### config.mk
export PLATFORM = sky130hd
export DESIGN_NAME = ifetch_unit
export DESIGN_NICKNAME = d
export VERILOG_FILES = /design/src/rtl/ifetch_pkg.sv /design/src/rtl/ifetch_fifo.sv /design/src/rtl/ifetch_unit.sv
export SDC_FILE = /design/constraint.sdc
export NUM_CORES = 1
export LEC_CHECK = 0
export BUFFER_PORTS_ARGS = -buffer_cell sky130_fd_sc_hd__buf_2
export CAP_MARGIN = 0
export CELL_PAD_IN_SITES_DETAIL_PLACEMENT = 0
export CELL_PAD_IN_SITES_GLOBAL_PLACEMENT = 1
export CORE_ASPECT_RATIO = 1.25
export CORE_MARGIN = 5
export CORE_UTILIZATION = 53
export DETAILED_ROUTE_END_ITERATION = 8
export PLACE_DENSITY = 0.95
export SLEW_MARGIN = 20
export SYNTH_ARGS = -nofsm -noshare
export SYNTH_HDL_FRONTEND = slang
export SYNTH_SLANG_ARGS = --single-unit
### constraint.sdc
create_clock -name clk -period 5.7 [get_ports clk]
set_input_delay 1.14 -clock clk [delete_from_list [all_inputs] [get_ports clk]]
set_output_delay 1.14 -clock clk [all_outputs]
set_load 0.01 [all_outputs]
### src/rtl/ifetch_pkg.sv
// ifetch_pkg: shared widths, decode-bus entry layout and redirect selection for the fetch unit.
package ifetch_pkg;

    localparam int FS_TO_DS_BUS_WD = 65;
    localparam logic [31:0] RESET_PC_DEF = 32'h1c000000;

    typedef struct packed {
        logic        excp;
        logic [31:0] pc;
        logic [31:0] inst;
    } fs_entry_t;

    typedef enum logic [1:0] {RD_NONE, RD_BR, RD_ERTN, RD_EXCP} redir_t;

    function automatic redir_t redir_sel(input logic excp, input logic ertn, input logic br);
        return excp ? RD_EXCP : ertn ? RD_ERTN : br ? RD_BR : RD_NONE;
    endfunction

endpackage

### src/rtl/ifetch_fifo.sv
// ifetch_fifo: power-of-two synchronous FIFO with synchronous clear, used for the buffer and the tag queue.
module ifetch_fifo #(
    parameter int W     = 32,
    parameter int DEPTH = 4
) (
    input  logic                   clk,
    input  logic                   resetn,
    input  logic                   clr,
    input  logic                   push,
    input  logic [W-1:0]           din,
    input  logic                   pop,
    output logic [W-1:0]           dout,
    output logic                   empty,
    output logic                   full,
    output logic [$clog2(DEPTH):0] count
);

    localparam int AW = $clog2(DEPTH);

    logic [W-1:0]  mem [DEPTH];
    logic [AW-1:0] rp, wp;
    logic [AW:0]   cnt;
    logic          do_push, do_pop;

    assign empty   = cnt == '0;
    assign full    = cnt == (AW+1)'(DEPTH);
    assign count   = cnt;
    assign dout    = mem[rp];
    assign do_push = push && !full;
    assign do_pop  = pop && !empty;

    always_ff @(posedge clk or negedge resetn) begin
        if (!resetn) begin
            rp  <= '0;
            wp  <= '0;
            cnt <= '0;
        end else if (clr) begin
            rp  <= '0;
            wp  <= '0;
            cnt <= '0;
        end else begin
            if (do_push) wp <= wp + AW'(1);
            if (do_pop) rp <= rp + AW'(1);
            cnt <= cnt + (AW+1)'(do_push) - (AW+1)'(do_pop);
        end
    end

    always_ff @(posedge clk) begin
        if (do_push && !clr) mem[wp] <= din;
    end

endmodule

### src/rtl/ifetch_unit.sv
// ifetch_unit: in-order sram-like instruction fetch with credit-limited requests, buffer and redirect cancel.
// Define IFETCH_ADEF_EN to turn a misaligned fetch pc into a single excp entry followed by a halt.
module ifetch_unit import ifetch_pkg::*; #(
    parameter logic [31:0] RESET_PC        = RESET_PC_DEF,
    parameter int          IBUF_DEPTH      = 4,
    parameter int          MAX_OUTSTANDING = 2
) (
    input  logic                       clk,
    input  logic                       resetn,
    input  logic                       ds_allowin,
    output logic                       fs_to_ds_valid,
    output logic [FS_TO_DS_BUS_WD-1:0] fs_to_ds_bus,
    input  logic                       br_taken,
    input  logic [31:0]                br_target,
    input  logic                       excp_flush,
    input  logic                       ertn_flush,
    input  logic [31:0]                csr_eentry,
    input  logic [31:0]                csr_era,
    output logic                       inst_req,
    output logic                       inst_wr,
    output logic [1:0]                 inst_size,
    output logic [31:0]                inst_addr,
    output logic [3:0]                 inst_wstrb,
    output logic [31:0]                inst_wdata,
    input  logic                       inst_addr_ok,
    input  logic                       inst_data_ok,
    input  logic [31:0]                inst_rdata
);

    localparam int CW = $clog2(IBUF_DEPTH + 1) + 1;
    localparam int FW = $clog2(IBUF_DEPTH) + 1;

    logic [31:0]   pc, addr_hold, rd_target, tag_head;
    logic [CW-1:0] ot, cancel;
    logic          started, halt, req_hold, hold_cancel;
    logic          redirect, can_req, acc, acc_live, acc_dead, resp_live, resp_dead;
    logic          misalign, adef_push, buf_push, buf_pop;
    logic          buf_empty, buf_full, tag_empty, tag_full;
    logic [FW-1:0] buf_cnt, tag_cnt;
    fs_entry_t     buf_din, buf_dout;
    redir_t        rd_sel;

    assign inst_wr    = 1'b0;
    assign inst_size  = 2'b10;
    assign inst_wstrb = 4'h0;
    assign inst_wdata = 32'h0;

    always_comb begin
        rd_sel    = redir_sel(excp_flush, ertn_flush, br_taken);
        rd_target = rd_sel == RD_EXCP ? csr_eentry : rd_sel == RD_ERTN ? csr_era : br_target;
        redirect  = rd_sel != RD_NONE;
    end

`ifdef IFETCH_ADEF_EN
    assign misalign  = pc[1:0] != 2'b00;
    assign adef_push = misalign && !halt && !req_hold && ot == '0 && !buf_full && !redirect;
    assign buf_din   = resp_live ? {1'b0, tag_head, inst_rdata} : {1'b1, pc, 32'h0};
`else
    assign misalign  = 1'b0;
    assign adef_push = 1'b0;
    assign buf_din   = {1'b0, tag_head, inst_rdata};
`endif

    // Buffer credit counts live requests; the bus limit also counts ones still owed to a cancel.
    assign can_req   = !halt && !req_hold && !misalign &&
                       (ot + CW'(buf_cnt)) < CW'(IBUF_DEPTH) &&
                       (ot + cancel) < CW'(MAX_OUTSTANDING);
    assign inst_req  = started && (req_hold || can_req);
    assign inst_addr = req_hold ? addr_hold : pc;
    assign acc       = inst_req && inst_addr_ok;
    assign acc_dead  = acc && (hold_cancel || redirect);
    assign acc_live  = acc && !acc_dead;
    assign resp_live = inst_data_ok && cancel == '0 && !redirect;
    assign resp_dead = inst_data_ok && cancel != '0;
    assign buf_push  = resp_live || adef_push;
    assign buf_pop   = !buf_empty && ds_allowin;

    assign fs_to_ds_valid = !buf_empty;
    assign fs_to_ds_bus   = buf_dout;

    always_ff @(posedge clk or negedge resetn) begin
        if (!resetn) begin
            pc          <= RESET_PC;
            addr_hold   <= RESET_PC;
            ot          <= '0;
            cancel      <= '0;
            halt        <= 1'b0;
            started     <= 1'b0;
            req_hold    <= 1'b0;
            hold_cancel <= 1'b0;
        end else begin
            started     <= 1'b1;
            req_hold    <= inst_req && !inst_addr_ok;
            hold_cancel <= inst_req && !inst_addr_ok && (hold_cancel || redirect);
            if (inst_req && !inst_addr_ok) addr_hold <= inst_addr;
            if (redirect) begin
                pc     <= rd_target;
                ot     <= '0;
                cancel <= cancel + ot + CW'(acc) - CW'(inst_data_ok);
                halt   <= 1'b0;
            end else begin
                if (acc_live) pc <= pc + 32'd4;
                if (adef_push) halt <= 1'b1;
                ot     <= ot + CW'(acc_live) - CW'(resp_live);
                cancel <= cancel + CW'(acc_dead) - CW'(resp_dead);
            end
        end
    end

    ifetch_fifo #(.W(FS_TO_DS_BUS_WD), .DEPTH(IBUF_DEPTH)) u_buf (
        .clk   (clk),
        .resetn(resetn),
        .clr   (redirect),
        .push  (buf_push),
        .din   (buf_din),
        .pop   (buf_pop),
        .dout  (buf_dout),
        .empty (buf_empty),
        .full  (buf_full),
        .count (buf_cnt)
    );

    ifetch_fifo #(.W(32), .DEPTH(IBUF_DEPTH)) u_tag (
        .clk   (clk),
        .resetn(resetn),
        .clr   (redirect),
        .push  (acc_live),
        .din   (inst_addr),
        .pop   (resp_live),
        .dout  (tag_head),
        .empty (tag_empty),
        .full  (tag_full),
        .count (tag_cnt)
    );

    always @(posedge clk) begin
        if (resetn) begin
            assert (!(buf_push && buf_full));
            assert (!(resp_live && tag_empty));
            assert (!(acc_live && tag_full));
            assert (CW'(tag_cnt) == ot);
        end
    end

endmodule
==> flow_metrics.env <==
export IMPL_yosysWarnings=0
export IMPL_setup_violations=0
export IMPL_layout_area_seq_um2=13800
export IMPL_die_y_um=227
export IMPL_dr_pass1_iters=5
export IMPL_postCtsResizedCells=0
export IMPL_nets=1562
export IMPL_hold_class="reg2reg"
export IMPL_seq_area_frac_synth=0.689
export IMPL_portBuffers=233
export IMPL_maxCapViolations=0
export IMPL_peakVddDrop_v=0.000188
export IMPL_die_w_um=184
export IMPL_initial_core_util=0.536
export IMPL_netlist_instances=1147
export IMPL_cts_num_sinks=473
export IMPL_ioPinCount=274
export IMPL_worstPathRequired_ps=6100
export IMPL_synth_area_um2=20000
export IMPL_vias_per_cell=5.82
export IMPL_grt_ovfl_total=0
export IMPL_ctsHoldBuffers=0
export IMPL_clk_pin_slew_worst_paths_ps=60
export IMPL_synth_ff_type="edfxtp_1"
export IMPL_numCtsBuffers=44
export IMPL_dpl_hpwl_um=30000
export IMPL_multi_input_area_um2=5680
export IMPL_worstRegToRegCells=17
export IMPL_synth_enable_flop_cells=384
export IMPL_post_cts_buffers=0
export IMPL_drt_total_wl_um=44800
export IMPL_htreeDepth=2
export IMPL_tritoncts="done"
export IMPL_final_max_slew_viol_count=0
export IMPL_grt_pass1_vias=11500
export IMPL_place_area_um2=21500
export IMPL_coreArea_um2=37300
export IMPL_async_reset_ff_frac=0.188
export IMPL_path_class="reg2reg"
export IMPL_grt_max_degree=65
export IMPL_slew_headroom=0.331
export IMPL_period_needed_ps=4000
export IMPL_final_common_cell="edfxtp_1"
export IMPL_design_area_um2=22900
export IMPL_skew_ps=16.3
export IMPL_clock_latency_ps=540
export IMPL_ys_top_cells_by_area="edfxtp_1 58%, mux4_2 11%, dfrtp_1 10%, mux2_2 3.2%, ha_1 2.1%"
export IMPL_place_worst_setup_slack_ps=1660
export IMPL_rows=79
export IMPL_drc=0
export IMPL_max_freq_mhz=250
export IMPL_hold_depth=2
export IMPL_start_kind="flip-flop"
export IMPL_cts_root_buf="clkbuf_16"
export IMPL_antenna_found_initial=1
export IMPL_finalHoldViolCount=0
export IMPL_route_antenna_remaining_nets=0
export IMPL_grt_pass1_wl_um=67600
export IMPL_crit_arrival_ps=4390
export IMPL_syn_avg_cell_area_um2=17.4
export IMPL_wl_per_cell_um=23.5
export IMPL_area_delta_synth_final_pct=14.7
export IMPL_final_cell_mix="384 x edfxtp_1, 232 x buf_2, 96 x mux4_2, 80 x dfrtp_1, 57 x mux2_2"
export IMPL_cp_max_fo=14
export IMPL_grt_use_total=0.212
export IMPL_min_period_over_period=0.701
export IMPL_finalSetupTns_ps=0
export IMPL_synth_seq_cells=473
export IMPL_gp_congestion=0.923
export IMPL_status="finished clean"
export IMPL_cp_end_kind="flip-flop"
export IMPL_first_iter_violations=711
export IMPL_vias=11100
export IMPL_synth_top_cell_by_area="edfxtp_1"
export IMPL_power_density_nw_per_um2=341
export IMPL_final_core_util=0.615
export IMPL_rsz0062_at_grt="false"
export IMPL_drive_gt1_frac=0.351
export IMPL_netlist_cell_type_count=60
export IMPL_synth_top_area_share=0.577
export IMPL_worst_pin_slew_ps=1000
export IMPL_cts_max_path_buffers=3
export IMPL_fillCellCount=2613
export IMPL_dieArea_um2=41700
export IMPL_finalWorstSetupSlack_ps=1700
export IMPL_p_leak_nw=8.25
export IMPL_num_antenna_cells=0
## state kept, by name, indices dropped and copies added (netlist names)
name / cells
u_buf.mem: 256
pc: 32
u_tag.wp: 2
addr_hold: 32
u_tag.mem: 128
u_tag.rp: 2
hold_cancel: 1
ot: 4
u_buf.count: 3
u_tag.count: 3
u_buf.wp: 2
req_hold: 1
u_buf.rp: 2
cancel: 4
started: 1
## cell families after synthesis
group                      synth area share
buffers and inverters                0.0343
muxes                                 0.143
adders and majority gates            0.0267
DFF                                   0.689
other                              0.000376
and+or+nand+nor                      0.0410
AOI/OAI and AO/OA                    0.0524
xor gates and xnor gates             0.0123
## metal layers
metal  share of wire  up-vias  track usage
met4           0.030        2       0.0654
met5         0.00031        -            0
li1                -     4887            -
met1            0.36     5580        0.270
met2            0.54      544        0.381
met3           0.071       83       0.0297
## through the flow
step | total power, mW | std cells | hold slack, ps
global placement | 5.02 | 1826 | 459
floorplan | 4.74 | 1186 | 446
detailed placement | 5.06 | 1826 | 472
CTS | 7.87 | 1905 | 486
finish | 7.82 | 1906 | 481
global route | 8.15 | 1906 | 519
## worst max-delay path, cell delays in order (launching register included)
cell and delay (ps):
dfrtp_1 410, ha_1 190, inv_1 50, fa_1 370
xor2_1 270, ha_1 200, nand2_1 50, a21oi_1 240
a31oi_2 120, buf_4 220, nor2_1 490, nand2_1 120
ha_1 290, inv_1 40, ha_1 200, fa_1 390
xnor2_1 160, nor2_1 50
## synth_stat cells (all sizes together) (15+ instances only)
library cell,instances
ha,33
nand2,49
a21oi,51
inv,37
xnor2,21
dfrtp,83
clkbuf,31
edfxtp,384
o21ai,46
mux2,57
and2,15
nor2,30
mux4,96
buf,65
## final timing paths
check,slack [ps],start,to
worst min register to register,480,pc[0]$_DFFE_PN0P_,pc[0]$_DFFE_PN0P_
worst max-delay path,1700,ot[0]$_DFF_PN0_,ot[2]$_DFF_PN0_
worst min-delay path,480,pc[0]$_DFFE_PN0P_,pc[0]$_DFFE_PN0P_
worst max register to register,1700,ot[0]$_DFF_PN0_,ot[2]$_DFF_PN0_
min in group asynchronous,620,resetn,addr_hold[10]$_DFFE_PN0P_
max in group asynchronous,4050,resetn,u_tag.rp[0]$_DFFE_PN0P_
## report_power, final
| group | internal, mW | switching (mW) | total, mW |
|---|---|---|---|
| Combinational | 0.397 | 0.514 | 0.912 |
| Sequential | 3.95 | 0.125 | 4.08 |
| Clock | 1.59 | 1.23 | 2.82 |
| Total | 5.95 | 1.87 | 7.82 |
## cell type report
| cell class | count | area share |
|---|---|---|
| flip-flops and latches | 473 | 0.601 |
| inverters | 37 | 0.00606 |
| well taps | 486 | 0.0266 |
| clock buffers | 53 | 0.0505 |
| multi-input cells | 580 | 0.248 |
| repair buffers | 251 | 0.0575 |
| clock inverters | 26 | 0.0100 |
Power figures use the tool's default switching activity.
